**config.mk**
```make
export PLATFORM = sky130hd
export DESIGN_NAME = bp_fe_queue_buffer
export DESIGN_NICKNAME = d
export VERILOG_FILES = /design/src/rtl/bp_fe_queue_buffer.sv
export SDC_FILE = /design/constraint.sdc
export NUM_CORES = 1
export LEC_CHECK = 0
export CAP_MARGIN = 20
export CORE_ASPECT_RATIO = 0.5
export CORE_UTILIZATION = 30
export DETAILED_ROUTE_END_ITERATION = 12
export HOLD_SLACK_MARGIN = 0.02
export PLACE_DENSITY_LB_ADDON = 0.1
export SLEW_MARGIN = 25
export SYNTH_ARGS = -nofsm -noshare
export SYNTH_HDL_FRONTEND = slang
export SYNTH_SLANG_ARGS = --single-unit
```
**constraint.sdc**
```tcl
create_clock -name clk_i -period 46.4 [get_ports clk_i]
set_input_delay 9.28 -clock clk_i [delete_from_list [all_inputs] [get_ports clk_i]]
set_output_delay 9.28 -clock clk_i [all_outputs]
set_load 0.03 [all_outputs]
```
**src/rtl/bp_fe_queue_buffer.sv**
```systemverilog
// -----------------------------------------------------------------------------
// bp_fe_queue_buffer
//
// Circular FIFO between the front end's fe_queue output and the back end's
// instruction-fetch consumer. It soaks up back-pressure so the FE can keep
// fetching while the BE stalls, and it can drop every stored entry in one
// cycle when the BE redirects.
//
//   FE side : valid/ready   (fe_queue_v_i / fe_queue_ready_o)
//   BE side : valid/yumi    (fe_queue_v_o / fe_queue_yumi_i)
//
// Pointers carry one extra wrap bit above the slot index. Equal pointers mean
// empty. Equal slot bits with differing wrap bits mean full. This lets all
// els_p slots be used without a separate occupancy counter.
//
// Optional feature (off by default):
//   BP_FE_QUEUE_BYPASS_EN - when the buffer is empty, an incoming entry is
//   shown on fe_queue_o in the same cycle. If the BE takes it in that cycle,
//   it is never written. empty_o and count_o still count stored entries only.
// -----------------------------------------------------------------------------
module bp_fe_queue_buffer #(
    parameter int  els_p          = 8,
    parameter int  width_p        = 128,
    localparam int ptr_width_lp   = (els_p > 1) ? $clog2(els_p) : 1,
    localparam int count_width_lp = ((els_p + 1) > 1) ? $clog2(els_p + 1) : 1
) (
    input  logic                      clk_i,
    input  logic                      reset_i,

    // FE (producer) side
    input  logic [width_p-1:0]        fe_queue_i,
    input  logic                      fe_queue_v_i,
    output logic                      fe_queue_ready_o,

    // BE (consumer) side
    output logic [width_p-1:0]        fe_queue_o,
    output logic                      fe_queue_v_o,
    input  logic                      fe_queue_yumi_i,

    // Control and status
    input  logic                      clr_i,
    output logic                      empty_o,
    output logic [count_width_lp-1:0] count_o
);

    // Pointer = {wrap bit, slot index}
    logic [ptr_width_lp:0]  wptr_q, wptr_d;
    logic [ptr_width_lp:0]  rptr_q, rptr_d;
    logic [ptr_width_lp:0]  occupancy;

    logic [width_p-1:0]     mem_q [els_p];

    logic                   full;
    logic                   empty;
    logic                   enq;
    logic                   deq;
    logic                   bypass_v;
    logic                   bypass_consume;

    // Full/empty and occupancy, derived only from the registered pointers
    always_comb begin
        empty     = (wptr_q == rptr_q);
        full      = (wptr_q[ptr_width_lp-1:0] == rptr_q[ptr_width_lp-1:0])
                  & (wptr_q[ptr_width_lp]     != rptr_q[ptr_width_lp]);
        occupancy = wptr_q - rptr_q;
    end

    // Same-cycle bypass decode. It exists only in the bypass build.
    always_comb begin
`ifdef BP_FE_QUEUE_BYPASS_EN
        bypass_v       = empty & fe_queue_v_i & ~clr_i;
        bypass_consume = bypass_v & fe_queue_yumi_i;
`else
        bypass_v       = 1'b0;
        bypass_consume = 1'b0;
`endif
    end

    // Handshake decode. clr_i wins over both sides. A bypass-consumed entry
    // moves neither pointer.
    always_comb begin
        // Ready comes from registered state, plus a hold-off while in reset.
        // A full buffer refuses an entry even if the BE dequeues in that cycle.
        fe_queue_ready_o = ~full & ~reset_i;
        enq              = fe_queue_v_i & fe_queue_ready_o & ~clr_i & ~bypass_consume;
        deq              = fe_queue_yumi_i & ~clr_i & ~bypass_consume;
    end

    // Next-state pointers. A flush empties the buffer by moving read to write.
    always_comb begin
        wptr_d = wptr_q + {{ptr_width_lp{1'b0}}, enq};
        if (clr_i) begin
            rptr_d = wptr_q;
        end else begin
            rptr_d = rptr_q + {{ptr_width_lp{1'b0}}, deq};
        end
    end

    // Pointer registers; reset discards all entries immediately
    always_ff @(posedge clk_i or posedge reset_i) begin
        if (reset_i) begin
            wptr_q <= '0;
            rptr_q <= '0;
        end else begin
            // NOTE: sequential state uses non-blocking assignments, so every
            // flop samples the values from before this edge.
            wptr_q <= wptr_d;
            rptr_q <= rptr_d;
        end
    end

    // Entry storage, written at the write pointer's slot
    // NOTE: the array is not reset on purpose. The pointers alone decide which
    // slots are valid, and leaving out the reset lets it map to plain RAM/flops
    // with no reset tree.
    always_ff @(posedge clk_i) begin
        if (enq) begin
            mem_q[wptr_q[ptr_width_lp-1:0]] <= fe_queue_i;
        end
    end

    // BE-facing outputs and status
    always_comb begin
        fe_queue_o   = mem_q[rptr_q[ptr_width_lp-1:0]];
        fe_queue_v_o = ~empty;
        if (bypass_v) begin
            fe_queue_o   = fe_queue_i;
            fe_queue_v_o = 1'b1;
        end
        empty_o = empty;
        count_o = count_width_lp'(occupancy);
    end

endmodule

```
==> flow_summary.yaml <==
synthesis:
  yosysMostFrequentCell: "edfxtp_1"
  yosysTopAreaCell: "edfxtp_1"
  synth_seq_cells: 1032
  synth_commonest_cells: "1024 x edfxtp_1, 387 x nand2_1, 256 x mux4_2, 34 x clkbuf_1, 27 x buf_6"
  ys_seq_area_share_pct: 79.15
  postSynthAreaPerCell_sq_um: 21.56
  syn-num-nets: 1955
  syn_area_sq_mm: 0.03911
  synthArstFlopShare_pct: 0.7752
  synth-edff-count: 1024
  syn-instance-count: 1814
  ys_types: 26
  synth_top_cells_by_area: "edfxtp_1 79%, mux4_2 15%, nand2_1 3.7%, buf_6 0.78%, dfrtp_1 0.51%"
  synthFlopType: "edfxtp_1"
  yosys.area.top_type_share_pct: 78.63
  yosysWarnings: 0
cts:
  postCtsSetupBuffers: 0
  clock-sinks: 1032
  clkTransAtPathRegs_ps: 60
  post_cts_resized: 0
  cts-root-buf: "clkbuf_16"
  cts_buffers: 100
  cts_tree: "yes"
  clk_path_buf_depth: 3
  h-tree-depth: 3
  clk_latency_ps: 680
  cts-hold-fix-buffers: 0
drt:
  wire_per_inst_um: 24.01
  drt_pass1_iterations: 5
  drtIter0Drc: 1186
  via_per_inst: 4.605
  via_count: 18000
  antenna_left: 0
  drcViolationCount: 0
  wirelength_um: 93860
timing:
  finalHoldViolations: 0
  final.setup.tns_ps: 0
  fmax_mhz: 49.62
  drv_slew: 0
  fin_skew_ps: 26.43
  period_share_pct: 43.43
  finalHoldWorstSlack_ps: 513.9
  setup_slack_ps: 26250
  tightest_slew_ps: 999.7
  grt_setup_unrepaired: "false"
  slew_headroom_pct: 33.36
  period_needed_ps: 20150
  setup_viol: 0
global_route:
  first_global_vias: 19420
  grt_max_degree: 128
  grt_pass1_wl_um: 136600
  grt_antenna_before_repair: 5
  grt_overflow: 0
  grt_usage_pct: 14.35
floorplan:
  die_h_um: 257.3
  ioPinCount: 268
  start_util_pct: 30.30
  rows: 93
  coreArea_sq_mm: 0.1290
  die_w_um: 512.6
  die_area_sq_mm: 0.1319
critical_path:
  critical_path.slowest_cell: "clkdlybuf4s50_1"
  start_kind: "primary input"
  arrival_ps: 10870
  critical-path-top-delay-family: "buffers and inverters"
  cp_max_fo: 10
  critPathMaxStageDelay_ps: 600
  cp-end-kind: "output port"
  required_ps: 37120
  path_cells: "clkdlybuf4s50_1 > a41o_1 > inv_1 > clkdlybuf4s50_1"
  crit_top_cell: "clkdlybuf4s50_1"
  criticalPathCategory: "in -> out"
  cp_num_buf_inv: 3
power_and_ir_drop:
  leakagePower_nw: 14.95
  ir_drop_v: 0.00005393
  p_per_area_mw_per_mm2: 61.55
final_layout:
  final_nets: 2266
  drive_gt1_share_pct: 20.10
  final_core_util_pct: 36.31
  syn2layout_area_growth_pct: 19.82
  layoutNonFillerInstCount: 3909
  num_antenna_cells: 0
  fillers: 11830
placed_design:
  place_congestion: 0.6461
  dp_hpwl_um: 46580
  dpl_worst_slack_ps: 26230
  placed_cells_incl_taps: 3733
  port_buffers: 267
min_path:
  hp-class: "reg -> reg"
job:
  cap_violations: 0
outcome:
  status: "finished, final reports clean"
through the flow:
stage	power, mW	area [sq um]
final	2.884	46860
after global placement	2.144	43730
after CTS	2.954	46850
after detailed placement	2.144	43730
after floorplan	1.776	39110
after global routing	3.028	46860
flip-flops by register name, summed over array words and instances (netlist names):
signal / flops
mem_q: 1024
rptr_q: 4
wptr_q: 4
placed cells by master, fill, tap and decap left out, types with 2 or more instances in the layout:
cell type | netlist | layout
mux2_2 | 2 | 2
clkinv_2 | 0 | 22
mux4_2 | 256 | 256
inv_6 | 0 | 3
clkdlybuf4s50_1 | 0 | 267
o21ai_0 | 2 | 2
buf_4 | 3 | 23
xor2_1 | 3 | 3
xnor2_1 | 4 | 4
inv_1 | 9 | 8
nor3_2 | 0 | 4
nand3_1 | 7 | 7
nand2_1 | 387 | 387
nor4_2 | 0 | 4
ha_1 | 7 | 7
clkbuf_16 | 0 | 101
clkinv_1 | 0 | 18
bufinv_16 | 0 | 10
clkbuf_1 | 34 | 18
buf_12 | 0 | 7
dfrtp_1 | 8 | 5
dfrtp_4 | 0 | 3
edfxtp_1 | 1024 | 1024
clkinvlp_4 | 0 | 5
power by group:
group / internal [mW] / switching (mW) / leakage, nW / total [mW]
Clock: 0.452 / 0.346 / 1.53 / 0.799
Sequential: 1.07 / 0.0417 / 9.32 / 1.11
Combinational: 0.415 / 0.561 / 4.10 / 0.976
per-layer routing:
layer / wire length [um] / vias up / track usage [%]
li1: - / 7927 / -
met1: 42970 / 9667 / 19.74
met2: 45840 / 269 / 23.56
met3: 3338 / 128 / 2.654
met4: 1649 / 10 / 3.374
met5: 58 / - / 0
area by class of cell:
type / count / area, sq um / area share (%)
clock inverters: 57 / 533.0 / 1.138
flip-flops and latches: 1032 / 30960 / 66.07
multi-input cells: 684 / 7594 / 16.21
well taps: 1710 / 2140 / 4.566
inverters: 9 / 38.79 / 0.08278
clock buffers: 119 / 2595 / 5.538
repair buffers: 298 / 2997 / 6.395
worst paths after layout:
| check | cells after the start | startpoint | slack [ps] | end |
|---|---|---|---|---|
| worst max-delay path | 4 | reset_i | 26250 | fe_queue_ready_o |
| worst min-delay path | 1 | wptr_q[3] | 510 | wptr_q[3] |
| worst max register to register | 6 | rptr_q[0] | 41320 | mem_q[5][74] |
| worst min register to register | 1 | wptr_q[3] | 510 | wptr_q[3] |
| max in group asynchronous | 2 | reset_i | 37210 | rptr_q[2] |
| min in group asynchronous | 2 | reset_i | 8900 | wptr_q[0] |
kinds of logic (layout without fill, tap and decap cells):
kind of cell | count (synthesis) | count (layout) | share of synthesized area, %
flip-flops | 1032 | 1032 | 79.15
AND/OR/NAND/NOR | 407 | 407 | 4.006
multiplexers | 258 | 258 | 14.80
buffers and inverters | 98 | 483 | 1.552
adder cells (fa/ha/maj) | 8 | 8 | 0.2752
XOR/XNOR | 7 | 7 | 0.1568
AO/OA/AOI/OAI | 4 | 4 | 0.06398
worst register-to-register path, cell delays in order, from the launching register on:
cell	delay, ps
dfrtp_4	910
buf_6	680
ha_1	430
a41o_1	400
nor3_2	540
buf_4	830
buf_4	840
Note: power is estimated with default switching activity, not from simulation.
